**src/rtl/coin_vendor_if.sv**
```systemverilog
// coin_vendor_if: customer-facing signal bundle of the coin vending controller.
// The master side (coin acceptor / test harness) presents coins and cancel
// requests; the slave side (coin_vendor) reports dispense, change, credit,
// busy and coin-reject status.
interface coin_vendor_if #(
  parameter int CW = 4
) ();

  logic [1:0]    coin;
  logic          cancel;
  logic          vend;
  logic [1:0]    change_coin;
  logic [CW-1:0] credit;
  logic          busy;
  logic          coin_reject;

  modport master (
    output coin,
    output cancel,
    input  vend,
    input  change_coin,
    input  credit,
    input  busy,
    input  coin_reject
  );

  modport slave (
    input  coin,
    input  cancel,
    output vend,
    output change_coin,
    output credit,
    output busy,
    output coin_reject
  );

endinterface

```
**src/rtl/coin_vendor.sv**
```systemverilog
// coin_vendor: Moore vending controller.
//   States: IDLE -> COLLECT (credit below PRICE) -> VEND (one-cycle dispense)
//   -> CHANGE (greedy 2/1-unit refund, one coin per cycle) -> IDLE.
//   Coins presented while busy are ignored and flagged on coin_reject the
//   following cycle. Every output is a flop loaded from the next state and
//   next credit, so outputs depend on state and credit only.
// Build option:
//   CANCEL_EN  - when defined, cancel in COLLECT refunds the whole credit
//                through CHANGE without vending. When undefined, cancel is
//                ignored (the port still exists on the interface).
// PRICE must lie in 1..(2^CW - 5) so credit never exceeds PRICE + 4 and the
// CW-bit arithmetic never wraps.
module coin_vendor #(
  parameter int PRICE = 5,
  parameter int CW    = 4
) (
  input  logic         clk,
  input  logic         rst,
  coin_vendor_if.slave bus
);

  typedef enum logic [1:0] {
    ST_IDLE    = 2'b00,
    ST_COLLECT = 2'b01,
    ST_VEND    = 2'b10,
    ST_CHANGE  = 2'b11
  } state_e;

  // Price widened by one bit so the credit + coin comparison cannot overflow.
  localparam logic [CW:0]   PRICE_X  = (CW+1)'(PRICE);
  localparam logic [CW-1:0] CRED_ONE = CW'(32'd1);
  localparam logic [CW-1:0] CRED_TWO = CW'(32'd2);
  localparam logic [CW-1:0] CRED_ZERO = CW'(32'd0);

  // Coin code to value in units: 00 none, 01 one, 10 two, 11 five.
  function automatic logic [2:0] coin_value(input logic [1:0] code);
    logic [2:0] val;
    case (code)
      2'b00:   val = 3'd0;
      2'b01:   val = 3'd1;
      2'b10:   val = 3'd2;
      2'b11:   val = 3'd5;
      default: val = 3'd0;
    endcase
    return val;
  endfunction

  // Greedy change coin for a given remaining credit: 2 units while possible.
  function automatic logic [1:0] change_code(input logic [CW-1:0] cred);
    logic [1:0] code;
    if (cred >= CRED_TWO) begin
      code = 2'b10;
    end else if (cred == CRED_ONE) begin
      code = 2'b01;
    end else begin
      code = 2'b00;
    end
    return code;
  endfunction

  state_e        state_q, state_d;
  logic [CW-1:0] credit_q, credit_d;
  logic          vend_q, vend_d;
  logic [1:0]    change_coin_q, change_coin_d;
  logic          busy_q, busy_d;
  logic          coin_reject_q, coin_reject_d;

  logic [2:0]    coin_val_s;
  logic          coin_present_s;
  logic [CW:0]   sum_s;
  logic          cancel_s;

  assign coin_val_s     = coin_value(bus.coin);
  assign coin_present_s = (bus.coin != 2'b00);
  assign sum_s          = {1'b0, credit_q} + {{(CW-2){1'b0}}, coin_val_s};

`ifdef CANCEL_EN
  assign cancel_s = bus.cancel;
`else
  // Refund path compiled out: the request is deliberately dropped.
  logic cancel_unused_s;
  assign cancel_unused_s = bus.cancel;
  assign cancel_s        = 1'b0;
`endif

  // Next-state and next-credit logic for the vending sequence.
  always_comb begin
    state_d       = state_q;
    credit_d      = credit_q;
    coin_reject_d = 1'b0;
    case (state_q)
      ST_IDLE, ST_COLLECT: begin
        if (cancel_s && (state_q == ST_COLLECT)) begin
          // Refund takes priority; a coin offered alongside it is refused.
          state_d       = ST_CHANGE;
          credit_d      = credit_q;
          coin_reject_d = coin_present_s;
        end else if (coin_present_s) begin
          if (sum_s >= PRICE_X) begin
            state_d  = ST_VEND;
            credit_d = CW'(sum_s - PRICE_X);
          end else begin
            state_d  = ST_COLLECT;
            credit_d = sum_s[CW-1:0];
          end
        end else begin
          state_d  = state_q;
          credit_d = credit_q;
        end
      end
      ST_VEND: begin
        coin_reject_d = coin_present_s;
        if (credit_q != CRED_ZERO) begin
          state_d = ST_CHANGE;
        end else begin
          state_d = ST_IDLE;
        end
      end
      ST_CHANGE: begin
        coin_reject_d = coin_present_s;
        if (credit_q > CRED_TWO) begin
          credit_d = credit_q - CRED_TWO;
          state_d  = ST_CHANGE;
        end else if (credit_q == CRED_TWO) begin
          credit_d = CRED_ZERO;
          state_d  = ST_IDLE;
        end else if (credit_q == CRED_ONE) begin
          credit_d = CRED_ZERO;
          state_d  = ST_IDLE;
        end else begin
          // Nothing left to return; recover to IDLE.
          credit_d = CRED_ZERO;
          state_d  = ST_IDLE;
        end
      end
      default: begin
        state_d  = ST_IDLE;
        credit_d = CRED_ZERO;
      end
    endcase
  end

  // Output decode from the upcoming state and credit, loaded into output flops.
  always_comb begin
    vend_d        = 1'b0;
    change_coin_d = 2'b00;
    busy_d        = 1'b0;
    case (state_d)
      ST_IDLE: begin
        vend_d        = 1'b0;
        change_coin_d = 2'b00;
        busy_d        = 1'b0;
      end
      ST_COLLECT: begin
        vend_d        = 1'b0;
        change_coin_d = 2'b00;
        busy_d        = 1'b0;
      end
      ST_VEND: begin
        vend_d        = 1'b1;
        change_coin_d = 2'b00;
        busy_d        = 1'b1;
      end
      ST_CHANGE: begin
        vend_d        = 1'b0;
        change_coin_d = change_code(credit_d);
        busy_d        = 1'b1;
      end
      default: begin
        vend_d        = 1'b0;
        change_coin_d = 2'b00;
        busy_d        = 1'b0;
      end
    endcase
  end

  // State and credit registers; reset abandons any transaction in flight.
  always_ff @(posedge clk or posedge rst) begin
    if (rst) begin
      state_q  <= ST_IDLE;
      credit_q <= CRED_ZERO;
    end else begin
      state_q  <= state_d;
      credit_q <= credit_d;
    end
  end

  // Registered customer-facing outputs.
  always_ff @(posedge clk or posedge rst) begin
    if (rst) begin
      vend_q        <= 1'b0;
      change_coin_q <= 2'b00;
      busy_q        <= 1'b0;
      coin_reject_q <= 1'b0;
    end else begin
      vend_q        <= vend_d;
      change_coin_q <= change_coin_d;
      busy_q        <= busy_d;
      coin_reject_q <= coin_reject_d;
    end
  end

  assign bus.vend        = vend_q;
  assign bus.change_coin = change_coin_q;
  assign bus.credit      = credit_q;
  assign bus.busy        = busy_q;
  assign bus.coin_reject = coin_reject_q;

endmodule

```
**src/flat_wrapper.sv**
```systemverilog
// flat-port wrapper written by rule: the top's interface ports become plain ports
module coin_vendor_flat 
#(
  parameter int PRICE = 5,
  parameter int CW    = 4
)
  (clk, rst, bus_coin, bus_cancel, bus_vend, bus_change_coin, bus_credit, bus_busy, bus_coin_reject);
  coin_vendor_if #(.CW(CW)) bus_i ();
  input  logic clk;
  input  logic rst;
  input wire logic [$bits(bus_i.coin)-1:0] bus_coin;
  input wire logic [$bits(bus_i.cancel)-1:0] bus_cancel;
  output wire logic [$bits(bus_i.vend)-1:0] bus_vend;
  output wire logic [$bits(bus_i.change_coin)-1:0] bus_change_coin;
  output wire logic [$bits(bus_i.credit)-1:0] bus_credit;
  output wire logic [$bits(bus_i.busy)-1:0] bus_busy;
  output wire logic [$bits(bus_i.coin_reject)-1:0] bus_coin_reject;
  assign bus_i.coin = bus_coin;
  assign bus_i.cancel = bus_cancel;
  assign bus_vend = bus_i.vend;
  assign bus_change_coin = bus_i.change_coin;
  assign bus_credit = bus_i.credit;
  assign bus_busy = bus_i.busy;
  assign bus_coin_reject = bus_i.coin_reject;
  coin_vendor #(.PRICE(PRICE), .CW(CW)) u_core (.clk(clk), .rst(rst), .bus(bus_i));
endmodule
```
**config.mk**
```make
export PLATFORM = sky130hd
export DESIGN_NAME = coin_vendor_flat
export DESIGN_NICKNAME = d
export VERILOG_FILES = /design/src/rtl/coin_vendor_if.sv /design/src/rtl/coin_vendor.sv /design/src/flat_wrapper.sv
export SDC_FILE = /design/constraint.sdc
export NUM_CORES = 1
export LEC_CHECK = 0
export CAP_MARGIN = 10
export CORE_MARGIN = 4
export CORE_UTILIZATION = 25
export CTS_CLUSTER_DIAMETER = 100
export DETAILED_ROUTE_END_ITERATION = 8
export GPL_TIMING_DRIVEN = 0
export PLACE_DENSITY_LB_ADDON = 0.05
export SETUP_SLACK_MARGIN = 0.1
export SLEW_MARGIN = 30
export SYNTH_ARGS = -nofsm -noshare
export SYNTH_HDL_FRONTEND = slang
export SYNTH_SLANG_ARGS = --single-unit
```
**constraint.sdc**
```tcl
create_clock -name clk -period 3.8 [get_ports clk]
set_input_delay 1.14 -clock clk [delete_from_list [all_inputs] [get_ports clk]]
set_output_delay 1.14 -clock clk [all_outputs]
set_load 0.1 [all_outputs]
```
; Word-level counts from Yosys, hierarchy flattened
; Index checks and enable logic that the tools add are counted.
[word_totals]
word_cells = 49
out_inout_bits = 9
ff_bits = 11
input_bits = 5
[op_classes]
mux = 16
n_eq_ne = 10
reduce_logical = 11
n_lt_le_gt_ge = 3
add_sub_neg = 3
[ops]
columns = cell, count
row1 = "2-bit equality test, second input constant", 6
row2 = 4-bit two-way mux, 3
row3 = 3-bit case mux with 4 select lines, 1
row4 = 2-bit two-way mux, 5
row5 = 4-bit case mux with 2 select lines, 1
row6 = 2-bit OR reduction, 4
row7 = "2-bit by 1-bit equality test with 1-bit output, second input constant", 3
row8 = 2-bit zero test, 3
row9 = 1-bit case mux with 2 select lines, 3
row10 = 2-bit case mux with 3 select lines, 1
row11 = 3-bit OR reduction, 2
row12 = 4-bit by 3-bit adder with 5-bit output, 1
row13 = "5-bit by 3-bit >= comparator with 1-bit output, second input constant", 1
row14 = "4-bit by 1-bit equality test with 1-bit output, second input constant", 1
row15 = "4-bit by 2-bit >= comparator with 1-bit output, second input constant", 1
row16 = "4-bit by 2-bit > comparator with 1-bit output, second input constant", 1
row17 = 2-bit case mux with 2 select lines, 1
row18 = 4-bit nonzero test, 1
row19 = "4-bit by 2-bit subtractor with 4-bit output, second input constant", 1
row20 = "4-bit by 3-bit subtractor with 4-bit output, second input constant", 1
row21 = 2-bit nonzero test, 1
row22 = 1-bit two-way mux, 1

; Depth between registers and ports, before layout
[logic_depth]
word_depth = 11
depth_mapped = 10
mapped_depth_nobuf = 10

; Worst setup path before layout
; OpenSTA, ideal clock, no wires.
[synth_timing]
path_type = input to register
from = in bus_coin[0]
to = reg u_core.change_coin_q[1], in the netlist u_core.bus.change_coin[1]
stages = 10
arrival_ps = 3602
setup_slack_ps = 72
required_ps = 3674
path_cell_list = ha_1 -> fa_1 -> inv_1 -> ha_1 -> mux2_4 -> a221o_1 -> a211oi_4 -> and3_2 -> nor4_4 -> o311a_1
[synth_between]
elab_chain_len = 10
[synth_rtl]
columns = element, line
row1 = from (decl), flat_wrapper.sv:11  ; input wire logic [$bits(bus_i.coin)-1:0] bus_coin;
row2 = "2-bit equality test, or another cell as far along", coin_vendor.sv:38  ; case (code)
row3 = 3-bit case mux with 4 select lines, coin_vendor.sv:38
row4 = 4-bit by 3-bit adder with 5-bit output, coin_vendor.sv:75  ; assign sum_s = {1'b0, credit_q} + {{(CW-2){1'b0}}, coin_val_s};
row5 = 4-bit by 3-bit subtractor with 4-bit output / 5-bit by 3-bit >= comparator with 1-bit output (equally long branches), "coin_vendor.sv:101, coin_vendor.sv:99"
row6 = 4-bit two-way mux, coin_vendor.sv:99  ; if (sum_s >= PRICE_X) begin
row7 = 4-bit two-way mux *, coin_vendor.sv:98  ; end else if (coin_present_s) begin
row8 = 4-bit case mux with 2 select lines *, coin_vendor.sv:91  ; case (state_q)
row9 = net u_core.credit_d[2], coin_vendor.sv:62  ; logic [CW-1:0] credit_q, credit_d;
row10 = 4-bit by 2-bit >= comparator with 1-bit output *, coin_vendor.sv:51  ; if (cred >= CRED_TWO) begin
row11 = 2-bit two-way mux *, coin_vendor.sv:51
row12 = 2-bit case mux with 2 select lines *, coin_vendor.sv:148  ; case (state_d)
row13 = net u_core.change_coin_d[1], coin_vendor.sv:64  ; logic [1:0] change_coin_q, change_coin_d;
row14 = to (signal assigned), coin_vendor.sv:197  ; change_coin_q <= change_coin_d;
row15 = to (decl), coin_vendor.sv:64
; The timed path passes the listed nets; every way through them passes the cells marked *.

; Worst setup path after layout
; Ends and elaborated chain as after synthesis.

==> impl_metrics.toml <==
[timing]
worst_pin_slew_ps = 967
fin_crit_sh = 0.954
tns_ps = 0
slew_headroom = 0.353
finalSetupViolCount = 0
clock.fmax_mhz = 276
fin_crit_ps = 3620
whs_ps = 672
drv_slew = 0
setup_slack_ps = 175
hold_viol_final = 0
skew_ps = 4.45
rsz0062_at_grt = "true"

[die]
io_pins = 14
floorplan.rows = 20
dieArea_um2 = 4170
coreArea_um2 = 3050
die_y_um = 64.6
die_x_um = 64.6
start_util = 0.262

[clock_tree]
clock-sinks = 11
clk_pin_slew_ps = 70
cts-buffers-inserted = 3
root_buffer = "clkbuf_4"
cts_tree = "done"
cts_buffer_depth = 2
cts-hold-fix-buffers = 0
clk_latency_ps = 260
htree_levels = 1

[layout]
final_common_cell = "dfrtp_1"
final_cell_mix = "dfrtp_1 (11), clkdlybuf4s50_1 (10), buf_4 (10)"
design_area_um2 = 1150
n_fill_cell = 330
layout-drive-gt1-share = 0.248
area_growth_pct = 43.9
layout.nets = 126
ff_latch_area_um2 = 275
insertedDiodeCount = 0
multi_input_area_um2 = 562

[placed_design]
place_congestion = 0.798
portBuffers = 12
hpwl_um = 1520
post-place-ws_ps = -763
dpl_cell_area_um2 = 1000

[critical_path]
worstSetupEndpointType = "register"
cpMostUsedCell = "ha_4"
cpPeakStageDelay_ps = 530
arrival_ps = 3770
crit_type = "primary input to register"
cp.required_ps = 3940
worstPathMaxFanout = 5
start_kind = "primary input"
crit_slowest_cell = "fa_1"
rrSetupSlack_ps = 630
crit_chain = "buf_12, ha_4, fa_1, inv_2, ha_4, mux2_4, a221o_1, a211oi_4, nand2b_4, a21oi_4, o311a_1"

[logic_synthesis]
yosysWarnings = 0
yosysSeqAreaShare = 0.344
synthCells = 87
syn_area_um2 = 801
synth.distinct_cells = 35
ys_ff_latch = 11
syn_nets = 99
synth_area_per_cell_um2 = 9.20

[drt]
drc = 0
num_vias = 741
routed_wl_um = 2020
detail_route.first_pass.iterations = 4
routedWlPerCell_um = 12.9
drt-initial-drc-count = 12
vias_per_cell = 4.72
drtAntennaViolNets = 0

[status]
outcome = "completed"

[grt]
gr-total-overflow = 0
antenna_found_initial = 0
grt.total_usage = 0.112
grt_pass1_vias = 738
grt_first_pass_wirelength_um = 3620
grt_max_degree = 12

[run]
maxCapViolCount = 0

[worst_hold_path]
hp-class = "register to register"
-- repair_timing --
action,CTS,global route
gates resized for setup,11,10
setup buffers,4,6
endpoints found under the setup margin,9,2
pin swaps,5,8
cloned,0,0
-- flip-flops by register name, indices dropped and copies added, names as in the netlist --
name	count
u_core.bus.busy	1
u_core.bus.change_coin	2
u_core.bus.coin_reject	1
u_core.bus.credit	4
u_core.bus.vend	1
u_core.state_q	2
-- worst max-delay path, delay by kind of cell --
family / cells / cell delay, ps
multiplexers: 1 / 250
buffers and inverters: 2 / 160
AO/OA/AOI/OAI: 4 / 1150
AND/OR/NAND/NOR: 1 / 220
adder cells (fa/ha/maj): 3 / 830
-- synthesized netlist by cell type --
master	n	area, µm²
a211oi_1	1	7.51
a211oi_4	1	20.0
a21o_1	2	15.0
a21oi_1	7	35.0
a21oi_2	1	8.76
a221o_1	1	10.0
a31oi_1	2	12.5
and2_1	2	12.5
and3_1	2	12.5
and3_2	1	7.51
and3b_1	1	8.76
clkbuf_1	2	7.51
dfrtp_1	11	275
fa_1	1	20.0
ha_1	6	75.1
inv_1	7	26.3
mux2_4	1	15.0
mux2i_1	1	10.0
nand2_1	5	18.8
nand2b_1	1	6.26
nand3_1	2	10.0
nor2_1	7	26.3
nor2b_1	1	6.26
nor3_1	2	10.0
nor3b_1	1	7.51
nor4_1	1	6.26
nor4_4	1	21.3
nor4b_1	1	8.76
o21ai_0	8	40.0
o21ai_1	1	5.00
o22ai_1	1	6.26
o311a_1	1	10.0
or3_4	1	11.3
or4b_1	1	10.0
xnor2_1	2	17.5
-- kinds of logic (layout without fill, tap and decap cells) --
| family | after synthesis | after routing | synth area share |
|---|---|---|---|
| multiplexers | 2 | 2 | 0.0312 |
| flip-flops | 11 | 11 | 0.344 |
| AND/OR/NAND/NOR | 30 | 30 | 0.230 |
| adder cells (fa/ha/maj) | 7 | 7 | 0.119 |
| XOR/XNOR | 2 | 2 | 0.0219 |
| AO/OA/AOI/OAI | 26 | 26 | 0.212 |
| buffers and inverters | 9 | 35 | 0.0422 |
-- layer usage --
| layer | track usage | vias to the layer above | share of wire |
|---|---|---|---|
| met5 | 0 | - | 0 |
| met4 | 0.0633 | 0 | 0.014 |
| met2 | 0.182 | 14 | 0.49 |
| li1 | - | 371 | - |
| met3 | 0.0156 | 2 | 0.040 |
| met1 | 0.142 | 354 | 0.46 |
-- worst paths after layout --
check | startpoint | endpoint | depth (start not counted)
worst min register to register | u_core.bus.credit[0] | u_core.bus.change_coin[0] | 2
min in group asynchronous | rst | u_core.bus.credit[0] | 2
worst min-delay path | u_core.bus.credit[0] | u_core.bus.change_coin[0] | 2
max in group asynchronous | rst | u_core.bus.change_coin[1] | 2
worst max register to register | u_core.bus.credit[0] | u_core.bus.change_coin[1] | 10
worst max-delay path | bus_coin[0] | u_core.bus.change_coin[1] | 11
-- cell type report --
type	instances	area share
well taps	44	0.0478
multi-input cells	67	0.488
inverters	7	0.0228
repair buffers	22	0.174
plain buffers	2	0.00651
flip-flops and latches	11	0.239
clock buffers	4	0.0228
-- metrics by stage --
stage | utilization | std cells
floorplan | - | 87
global placement | 0.329 | 143
detailed placement | 0.329 | 143
CTS | 0.351 | 151
global route | 0.377 | 157
finish | 0.377 | 157
Power is not shown: default switching activity piles up to over one toggle a cycle in this logic, so the estimate is an artifact.
